File: config.mk
export PLATFORM = sky130hd
export DESIGN_NAME = audio_controller_i2c
export DESIGN_NICKNAME = d
export VERILOG_FILES = /design/src/rtl/audio_controller_i2c.sv
export SDC_FILE = /design/constraint.sdc
export NUM_CORES = 1
export LEC_CHECK = 0
export ABC_AREA = 1
export CORE_AREA = 2 2 76 96
export DETAILED_ROUTE_END_ITERATION = 12
export DIE_AREA = 0 0 78 98
export GPL_ROUTABILITY_DRIVEN = 0
export SLEW_MARGIN = 15
export SYNTH_ARGS = -nofsm -noshare
export SYNTH_HDL_FRONTEND = slang
export SYNTH_SLANG_ARGS = --single-unit
File: constraint.sdc
create_clock -name clk -period 1.6 [get_ports clk]
set_clock_uncertainty 0.2 [all_clocks]
set_input_delay 0.4 -clock clk [delete_from_list [all_inputs] [get_ports clk]]
set_output_delay 0.4 -clock clk [all_outputs]
set_load 0.03 [all_outputs]
File: src/rtl/audio_controller_i2c.sv
// audio_controller_i2c: write-only I2C master that programs WM8731 codec registers.
// Each accepted 24-bit command becomes START, three bytes MSB first, STOP.
// Optional build macro AUDIO_I2C_RETRY_EN: a NACKed transaction is retried
// (STOP then a fresh START) up to MAX_RETRY more times before flagging an error.
// Handshake: a command is taken on any clk edge where i_i2c_ctrl_write=1 and
// o_i2c_idle=1; strobes while busy are dropped, nothing is queued.
module audio_controller_i2c #(
    parameter int QTR_DIV   = 125,
    parameter int MAX_RETRY = 2
) (
    input  logic        clk,
    input  logic        reset,
    input  logic [23:0] i_i2c_ctrl_data,
    input  logic        i_i2c_ctrl_write,
    output logic        o_i2c_idle,
    output logic        o_i2c_ack_error,
    output logic        o_scl,
    output logic        o_sda_oe,
    input  logic        i_sda,
    output logic [2:0]  o_dbg_state
);

    typedef enum logic [2:0] {
        S_IDLE  = 3'd0,
        S_START = 3'd1,
        S_BYTE  = 3'd2,
        S_ACK   = 3'd3,
        S_STOP  = 3'd4
    } state_e;

    localparam logic [9:0] QMAX = 10'(QTR_DIV - 1);

    state_e      state_q, state_d;
    logic [9:0]  qcnt_q, qcnt_d;
    logic [1:0]  quarter_q, quarter_d;
    logic [2:0]  bit_q, bit_d;
    logic [1:0]  byte_q, byte_d;
    logic [23:0] shreg_q, shreg_d;
    logic        nack_q, nack_d;
    logic        err_q, err_d;
    logic        accept, tick, phase_end, can_retry;

`ifdef AUDIO_I2C_RETRY_EN
    localparam int RW = (MAX_RETRY > 0) ? $clog2(MAX_RETRY + 1) : 1;
    localparam logic [RW-1:0] RMAX = RW'(MAX_RETRY);
    logic [RW-1:0] retry_q, retry_d;
    logic [23:0]   word_q, word_d;
    logic          pend_q, pend_d;
    assign can_retry = (retry_q < RMAX);
`else
    // Never retries; the comparison folds to a constant 0.
    assign can_retry = (MAX_RETRY < 0);
`endif

    assign accept    = (state_q == S_IDLE) && i_i2c_ctrl_write;
    assign tick      = (state_q != S_IDLE) && (qcnt_q == QMAX);
    assign phase_end = tick && (quarter_q == 2'd3);

    // Next-state logic: quarter timer, bit/byte counters and transaction sequencing.
    always_comb begin
        state_d   = state_q;
        qcnt_d    = qcnt_q;
        quarter_d = quarter_q;
        bit_d     = bit_q;
        byte_d    = byte_q;
        shreg_d   = shreg_q;
        nack_d    = nack_q;
        err_d     = err_q;
`ifdef AUDIO_I2C_RETRY_EN
        retry_d   = retry_q;
        word_d    = word_q;
        pend_d    = pend_q;
`endif
        if (state_q != S_IDLE) begin
            qcnt_d = tick ? 10'd0 : qcnt_q + 10'd1;
            if (tick) quarter_d = quarter_q + 2'd1;
        end
        case (state_q)
            S_IDLE: begin
                if (accept) begin
                    state_d   = S_START;
                    qcnt_d    = 10'd0;
                    quarter_d = 2'd0;
                    bit_d     = 3'd0;
                    byte_d    = 2'd0;
                    shreg_d   = i_i2c_ctrl_data;
                    nack_d    = 1'b0;
                    err_d     = 1'b0;
`ifdef AUDIO_I2C_RETRY_EN
                    retry_d   = '0;
                    word_d    = i_i2c_ctrl_data;
                    pend_d    = 1'b0;
`endif
                end
            end
            S_START: begin
                if (phase_end) state_d = S_BYTE;
            end
            S_BYTE: begin
                if (phase_end) begin
                    shreg_d = {shreg_q[22:0], 1'b0};
                    if (bit_q == 3'd7) begin
                        bit_d   = 3'd0;
                        state_d = S_ACK;
                    end else begin
                        bit_d = bit_q + 3'd1;
                    end
                end
            end
            S_ACK: begin
                // Sample the slave's answer at the end of q2, while SCL is high.
                if (tick && (quarter_q == 2'd2)) nack_d = i_sda;
                if (phase_end) begin
                    if (nack_q) begin
                        state_d = S_STOP;
                        if (!can_retry) err_d = 1'b1;
`ifdef AUDIO_I2C_RETRY_EN
                        else pend_d = 1'b1;
`endif
                    end else if (byte_q == 2'd2) begin
                        state_d = S_STOP;
                        byte_d  = 2'd0;
                    end else begin
                        state_d = S_BYTE;
                        byte_d  = byte_q + 2'd1;
                    end
                end
            end
            S_STOP: begin
                if (phase_end) begin
                    state_d = S_IDLE;
`ifdef AUDIO_I2C_RETRY_EN
                    if (pend_q) begin
                        state_d = S_START;
                        pend_d  = 1'b0;
                        retry_d = retry_q + RW'(1);
                        shreg_d = word_q;
                        bit_d   = 3'd0;
                        byte_d  = 2'd0;
                        nack_d  = 1'b0;
                    end
`endif
                end
            end
            default: state_d = S_IDLE;
        endcase
    end

    // State register with asynchronous abort to IDLE (no STOP is generated).
    always_ff @(posedge clk or negedge reset) begin
        if (!reset) begin
            state_q   <= S_IDLE;
            qcnt_q    <= 10'd0;
            quarter_q <= 2'd0;
            bit_q     <= 3'd0;
            byte_q    <= 2'd0;
            shreg_q   <= 24'd0;
            nack_q    <= 1'b0;
            err_q     <= 1'b0;
`ifdef AUDIO_I2C_RETRY_EN
            retry_q   <= '0;
            word_q    <= 24'd0;
            pend_q    <= 1'b0;
`endif
        end else begin
            state_q   <= state_d;
            qcnt_q    <= qcnt_d;
            quarter_q <= quarter_d;
            bit_q     <= bit_d;
            byte_q    <= byte_d;
            shreg_q   <= shreg_d;
            nack_q    <= nack_d;
            err_q     <= err_d;
`ifdef AUDIO_I2C_RETRY_EN
            retry_q   <= retry_d;
            word_q    <= word_d;
            pend_q    <= pend_d;
`endif
        end
    end

    // Bus levels decoded from state and quarter; data bit is stable across all four quarters.
    always_comb begin
        o_scl    = 1'b1;
        o_sda_oe = 1'b0;
        case (state_q)
            S_START: o_sda_oe = quarter_q[1];
            S_BYTE: begin
                o_scl    = quarter_q[1];
                o_sda_oe = ~shreg_q[23];
            end
            S_ACK:   o_scl = quarter_q[1];
            S_STOP: begin
                o_scl    = (quarter_q != 2'd0);
                o_sda_oe = ~quarter_q[1];
            end
            default: ;
        endcase
    end

    assign o_i2c_idle      = (state_q == S_IDLE);
    assign o_i2c_ack_error = err_q;
    assign o_dbg_state     = state_q;

endmodule

Word level (Yosys, flattened, before mapping)
Cells that the tools add are included.
- bits in registers: 46
- bits of input ports: 28
- output and inout port bits: 7
- logic and storage cells: 84
- $add $sub $neg: 4
- eq/ne operators: 18
- mux-type cells: 37
- bitwise logic cells: 2
- reduce and logical (&&, ||, !) cells: 15
- operator list (cell ; count):
    $mux 24 ; 2
    $pmux 24 s2 ; 1
    $mux 10 ; 4
    $mux 3 ; 11
    $mux 2 ; 8
    $ne 2x2->1 const B ; 8
    $pmux 3 s5 ; 1
    $add 10x1->10 const B ; 1
    $eq 10x7->1 const B ; 1
    $reduce_and 4->1 ; 2
    $eq 2x2->1 const B ; 3
    $eq 3x2->1 const B ; 2
    $eq 3x3->1 const B ; 2
    $pmux 1 s2 ; 3
    $pmux 3 s2 ; 1
    $reduce_and 3->1 ; 2
    $reduce_and 6->1 ; 1
    $reduce_bool 2->1 ; 3
    $add 2x1->2 const B ; 2
    $logic_and 1x1->1 ; 4
    $mux 1 ; 4
    $pmux 2 s2 ; 1
    $add 3x1->3 const B ; 1
    $eq 3x1->1 const B ; 1
    6 further kinds ; 7

Longest topological paths before layout
- word-level depth: 6
- gate-level depth with buffers: 10
- mapped depth without buffers: 10

Least setup slack after synthesis
No wires, ideal clock.
- kind: register to output
- start: register state_q[0] (netlist: o_dbg_state[0])
- end: output o_sda_oe
- arrival time: 1.645 ns
- required time: 1.000 ns
- setup slack: -0.645 ns
- stages on the path, launching flop included: 5
- buffers on the path: 1
- cells stage by stage: dfrtp_1 -> nor2_1 -> nand2_2 -> buf_1 -> o221ai_1
- longest elaborated chain between the ends: 2
- elaborated cells between the ends (all ways): 4
- those cells by class: eq/ne (3); mux (1)
- RTL lines (what ; RTL line ; source):
    from (decl) ; 33 ; state_e state_q, state_d;
    from (signal assigned) ; 166 ; state_q <= state_d;
    $eq 3x3->1, or another cell as far along ; 186 ; case (state_q)
    $pmux 1 s3 * ; 186 ;
    to (decl) ; 18 ; output logic o_sda_oe,
Every way passes the cells marked *; elsewhere a longest branch is shown, timed or not.

Final worst setup path
- start: register state_q[2] (netlist: o_dbg_state[2])
- end: output o_sda_oe
Same word-level chain as after synthesis.

==> flow_summary.json <==
{
  "slowest_stage": "dfrtp_2",
  "holdPathStages": 2,
  "power.density_nw_per_um2": 515.8,
  "grt_pass1_wl_um": 12630,
  "numCtsBuffers": 5,
  "path_cells": "inv_2 -> buf_6 -> nand4_1 -> o221ai_4 -> buf_6",
  "ant_nets": 0,
  "netlist_area_um2": 2641,
  "seq_area_frac_synth_pct": 43.58,
  "ys_ff_latch": 46,
  "design_area_um2": 4222,
  "cts_max_level": 2,
  "nets": 484,
  "fillers": 571,
  "netlist_instances": 359,
  "power_leakage_uw": 0.002080,
  "yosysWarnings": 0,
  "peakVddDrop_mv": 0.4175,
  "mostFrequentLayoutCell": "nand2_1",
  "dpl.hpwl_um": 4323,
  "synth_mux_area_share_pct": 0,
  "r2r_start": "o_dbg_state[1]$_DFFE_PN0P_",
  "hold_start": "shreg_q[9]$_DFFE_PN0P_",
  "crit_type": "reg2out",
  "synth_top_family_by_area": "simple AND/OR/NAND/NOR gates",
  "hold_path_class": "reg2reg",
  "cp_top_family": "flip-flops",
  "routedWlPerCell_um": 14.74,
  "status": "finished with violations",
  "root_buffer": "clkbuf_8",
  "grt_max_degree": 47,
  "clockBufferDepth": 2,
  "vias_per_cell": 5.080,
  "synth-compound-area-share_pct": 4.169,
  "synth_top_area_share_pct": 43.58,
  "startpoint_type": "register",
  "synth_nets": 394,
  "route.detailed.drc": 0,
  "synthXorXnorAreaFrac_pct": 0.3316,
  "seq_area_um2": 1155,
  "layout_common_cells": "nand2_1, dfrtp_1, buf_4",
  "setup_violations": 51,
  "worst_pin_slew_ns": 0.3258,
  "clkLatencyLatePin_ns": 0.30,
  "area_growth_pct": 59.83,
  "period_needed_ns": 1.975,
  "r2r_slack_ns": -0.25,
  "vias": 2743,
  "finalHoldViolCount": 0,
  "dp.cells": 508,
  "layout-drive-gt1-share_pct": 36.89,
  "fmax_mhz": 506.3,
  "rr_worst_depth": 10,
  "ys.flop_type": "dfrtp_1",
  "dieArea_um2": 7644,
  "async_reset_ff_share_pct": 100.0,
  "avgSynthCellArea_um2": 7.357,
  "min_to": "shreg_q[9]$_DFFE_PN0P_",
  "postPlaceCellArea_um2": 3437,
  "cp.required_ns": 1.00,
  "multi_input_area_um2": 1673,
  "slew-limit-headroom_pct": 78.12,
  "cts_tree": "built",
  "io_pins": 35,
  "drt-initial-drc-count": 134,
  "finalCritPeriodShare_pct": 123.4,
  "core_um2": 6807,
  "synthSimpleGateAreaFrac_pct": 41.45,
  "postLayoutSetupSlackWorst_ns": -0.3750,
  "cp.arrival_ns": 1.38,
  "track_usage_pct": 20.43,
  "failed_checks": "setup timing",
  "initial_core_util_pct": 38.81,
  "critPathMaxFanout": 5,
  "cts_sinks": 46,
  "end_kind": "primary output",
  "synth-edff-count": 0,
  "synth_cell_type_count": 30,
  "rr_endpoint": "shreg_q[11]$_DFFE_PN0P_",
  "clk_pin_slew_worst_paths_ns": 0.09,
  "first_pass_iters": 4,
  "cp.buffers_inverters": 3,
  "crit_path_max_incr_delay_ns": 0.48,
  "routed_wirelength_um": 7962,
  "slew_violations": 0,
  "critPathMostFrequentCell": "buf_6",
  "rsz0062_at_grt": "true",
  "die_h_um": 98,
  "synth_area_leaders": "dfrtp_1, nand2_1, nand4_1",
  "grt_pass1_vias": 2617,
  "diodes": 0,
  "num_rows": 34,
  "utilization_pct": 62.02,
  "synth_area_leader_cell": "dfrtp_1",
  "max_cap_violations": 0,
  "synth_adder_area_share_pct": 3.316,
  "overflow": 0,
  "instances_no_fill": 540,
  "antenna_found_initial": 0,
  "port_buffers": 34,
  "die_w_um": 78
}
==> metrics by stage <==
| step | power, uW | hold slack, ns | worst slack [ns] | TNS (ns) |
|---|---|---|---|---|
| global placement | 1319 | 0.2078 | -0.2390 | -8.145 |
| detailed placement | 1318 | 0.2051 | -0.2569 | -8.701 |
| CTS | 2204 | 0.2832 | -0.3893 | -8.790 |
| finish | 2178 | 0.2826 | -0.3750 | -9.941 |
| floorplan | 1215 | -0.09559 | -0.1797 | -4.307 |
| global route | 2271 | 0.3099 | -0.4414 | -13.55 |
==> timing repair <==
action / 4_1_cts / 5_1_grt
hold buffers: 1 / 0
pin swaps: 28 / 27
gates resized for setup: 57 / 55
hold endpoints to repair: 46 / 0
cloned: 5 / 0
setup buffers: 12 / 8
setup endpoints to repair: 45 / 51
==> worst reg2reg max path, cell delays in order (launching register included) <==
cell and delay (ns):
dfrtp_2 0.45, nor2_4 0.19, nand2_4 0.08, buf_8 0.13, buf_8 0.12, nand4_4 0.08
nand2_4 0.08, buf_6 0.14, buf_16 0.13, nand4_1 0.08, nand2_1 0.07
==> flip-flops by register name, indices dropped and copies added (netlist names) <==
register / count
qcnt_q: 10
byte_q: 2
shreg_q: 24
o_i2c_ack_error: 1
nack_q: 1
o_dbg_state: 3
quarter_q: 2
bit_q: 3
==> power by group <==
part / switching [uW] / total (uW) / internal [uW]
sequential: 1.01 / 1160 / 1160
clock: 412 / 879 / 467
combinational: 56.3 / 135 / 78.7
total: 470 / 2180 / 1710
==> synth_stat cells, types with 2 or more instances <==
master	number
buf_1	2
o21ai_0	5
buf_2	10
clkbuf_1	3
inv_1	23
ha_1	7
a21oi_1	11
nand4_1	34
nor3_1	7
nand2_2	3
nand3_1	14
nand2_1	161
nor2_1	15
dfrtp_1	46
inv_2	2
nor2_4	2
==> area by class of cell <==
class	count	area share, %
Multi-Input combinational cell	271	39.63
Inverter	25	2.490
Timing Repair Buffer	100	25.25
Clock inverter	2	0.8892
Clock buffer	6	1.719
Tap cell	90	2.667
Sequential cell	46	27.36
==> logic make-up (layout without fill, tap and decap cells) <==
| logic type | Yosys count | in the layout |
|---|---|---|
| xor gates and xnor gates | 1 | 1 |
| buffers and inverters | 42 | 133 |
| AOI/OAI and AO/OA | 20 | 20 |
| DFF | 46 | 46 |
| adders and majority gates | 7 | 7 |
| and+or+nand+nor | 243 | 243 |
==> layer usage <==
| metal | track usage [%] | vias up | share of wire, % |
|---|---|---|---|
| met5 | 0 | - | 0 |
| met2 | 36.21 | 69 | 54 |
| met1 | 26.38 | 1307 | 41 |
| met4 | 4.993 | 0 | 1.5 |
| li1 | - | 1356 | - |
| met3 | 2.588 | 11 | 4.2 |
==> how the worst max path moves through the flow <==
stage | startpoint | end | slack (ns) | cells past startpoint
4_1_cts | o_dbg_state[1]$_DFFE_PN0P_ | o_sda_oe | -0.39 | 4
6_report | o_dbg_state[2]$_DFFE_PN0P_ | o_sda_oe | -0.38 | 5
5_1_grt | o_dbg_state[2]$_DFFE_PN0P_ | o_sda_oe | -0.44 | 5
3_5_place_dp | i_i2c_ctrl_write | shreg_q[6]$_DFFE_PN0P_ | -0.26 | 5
3_3_place_gp | i_i2c_ctrl_write | shreg_q[22]$_DFFE_PN0P_ | -0.24 | 5
2_1_floorplan | o_dbg_state[2]$_DFFE_PN0P_ | o_sda_oe | -0.18 | 4
Power figures use the tool's default switching activity.
==> patch, RTL diff (same flow settings) <==
Take the reset off `shreg_q` and load it in a clocked block of its own.
--- a/src/rtl/audio_controller_i2c.sv
+++ b/src/rtl/audio_controller_i2c.sv
@@ -154,7 +154,6 @@
             quarter_q <= 2'd0;
             bit_q     <= 3'd0;
             byte_q    <= 2'd0;
-            shreg_q   <= 24'd0;
             nack_q    <= 1'b0;
             err_q     <= 1'b0;
 `ifdef AUDIO_I2C_RETRY_EN
@@ -168,7 +167,6 @@
             quarter_q <= quarter_d;
             bit_q     <= bit_d;
             byte_q    <= byte_d;
-            shreg_q   <= shreg_d;
             nack_q    <= nack_d;
             err_q     <= err_d;
 `ifdef AUDIO_I2C_RETRY_EN
@@ -177,6 +175,10 @@
             pend_q    <= pend_d;
 `endif
         end
+    end
+
+    always_ff @(posedge clk) begin
+        shreg_q <= shreg_d;
     end
 
     // Bus levels decoded from state and quarter; data bit is stable across all four quarters.
Behaviour: no difference found for any inputs over 10 cycles, from zero or initial values and one cycle with reset low; that may be too few to reach the edited logic, so the function may still have changed.
==> patch against the original RTL <==
The flow still finishes with violations (setup timing). Maximum frequency increased by 0.44%. Sequential power grew 8%. Synthesized area decreased by 6.5%. Worst setup slack better by 0.0086 ns. Cell area decreased by 1.7%. Largest cell class unchanged. Combinational power decreased by 10%. Die area did not move. Wire length is 15% lower. Via count decreased by 16%. Total power is 3.8% higher. First-iteration DRC count decreased by 41%. Sequential cell count unchanged. Largest power group unchanged.
==> patch: results (changes against the original RTL) <==
Status
  • Outcome: finished, violations left
  • Failing checks: setup timing

Global routing
  • Largest net degree at the start of global routing: 26 (-45%)
  • First-pass GRT wire length: 9956 um (-21%)
  • Aggregate global-route resource usage: 16.15% (-4.3 points)

Synth
  • Mapped Avg Cell Area: 8.666 sq um (+18%)
  • Post-synth ARST share: 47.83% (-52 points)
  • Mapped Nets: 320 (-19%)
  • Sequential area share after synthesis: 51.47% (+7.9 points)
  • Top cells by area, synth: edfxtp_1, dfrtp_1, nand2_1
  • Cell variety after synth: 34 (+13%)
  • Most frequent cells after synthesis: nand2_1, edfxtp_1, dfrtp_1
  • EDFF count, synth: 24 (+24)

STA
  • Worst-margin pin slew: 0.2677 ns (-0.05811 ns)
  • Final worst slack: -0.3664 ns (+0.008644 ns)
  • Final Setup Violations: 50 (-2.0%)

Power and ir drop
  • Switching share of power: 20.81% (-0.75 points)
  • Pleak: 1.801 nW (-13%)
  • Sequential power share: 55.2% (+1.8 points)
  • VDD IR max: 0.0004667 V (+12%)
  • Comb power frac: 5.3% (-0.9 points)

Drt
  • First DRT Iteration DRCs: 79 (-41%)
  • WL/cell: 14.10 um (-4.3%)
  • Drt via density: 4.783 (-5.8%)

Place
  • Pre-CTS WS: -0.3386 ns (-0.08171 ns)
  • Post-DP Area: 3268 sq um (-4.9%)

Layout
  • Fill cell count: 562 (-1.6%)
  • Fraction of layout cells with a size suffix above 1: 44.99% (+8.1 points)
-- patch: final timing paths --
path | start | slack, ns | cells past startpoint | end
max in group asynchronous | reset | 0.80 | 2 | o_i2c_ack_error$_DFFE_PN0P_
worst max register to register | o_dbg_state[0]$_DFFE_PN0P_ | -0.34 | 7 | shreg_q[10]$_DFFE_PP_
min in group clk | bit_q[1]$_DFFE_PN0P_ | 0.30 | 2 | bit_q[1]$_DFFE_PN0P_
worst min register to register | bit_q[1]$_DFFE_PN0P_ | 0.30 | 2 | bit_q[1]$_DFFE_PN0P_
worst min-delay path | reset | 0.24 | 2 | quarter_q[1]$_DFF_PN0_
worst max-delay path | o_dbg_state[2]$_DFFE_PN0P_ | -0.37 | 7 | o_sda_oe
-- patch: logic make-up after synthesis --
group	after synthesis	synth area share, %
compound gates	21	4.914
fa+ha+maj	7	3.546
buf+inv	35	6.687
flops	46	51.47
simple gates	176	33.38
-- patch: metal layers --
layer	vias to the layer above	global-route usage (%)	wire, um
met1	1074	20.26	2825
li1	1143	-	-
met5	-	0	0
met2	61	27.59	3535
met4	0	5.938	165
met3	13	3.050	230
-- patch: what timing repair did --
item	4_1_cts	5_1_grt
hold endpoints to repair	0	0
setup endpoints to repair	47	76
gates cloned	0	5
gates resized for setup	70	67
buffers inserted	13	10
pin swaps	25	22
-- patch: layout make-up --
class | instances | area, sq um | share of cell area, %
clock buffer | 5 | 68.82 | 1.659
clock inverter | 3 | 45.04 | 1.086
inverter | 28 | 136.4 | 3.288
multi-input combinational | 204 | 1436 | 34.63
sequential | 46 | 1275 | 30.74
tap | 90 | 112.6 | 2.715
timing repair buffer | 103 | 1074 | 25.88
-- patch: worst max-delay path: cells and delay by family (launching register included) --
kind	cells	cell delay (ns)
simple gates	2	0.12
compound gates	1	0.08
buf+inv	4	0.40
flops	1	0.45
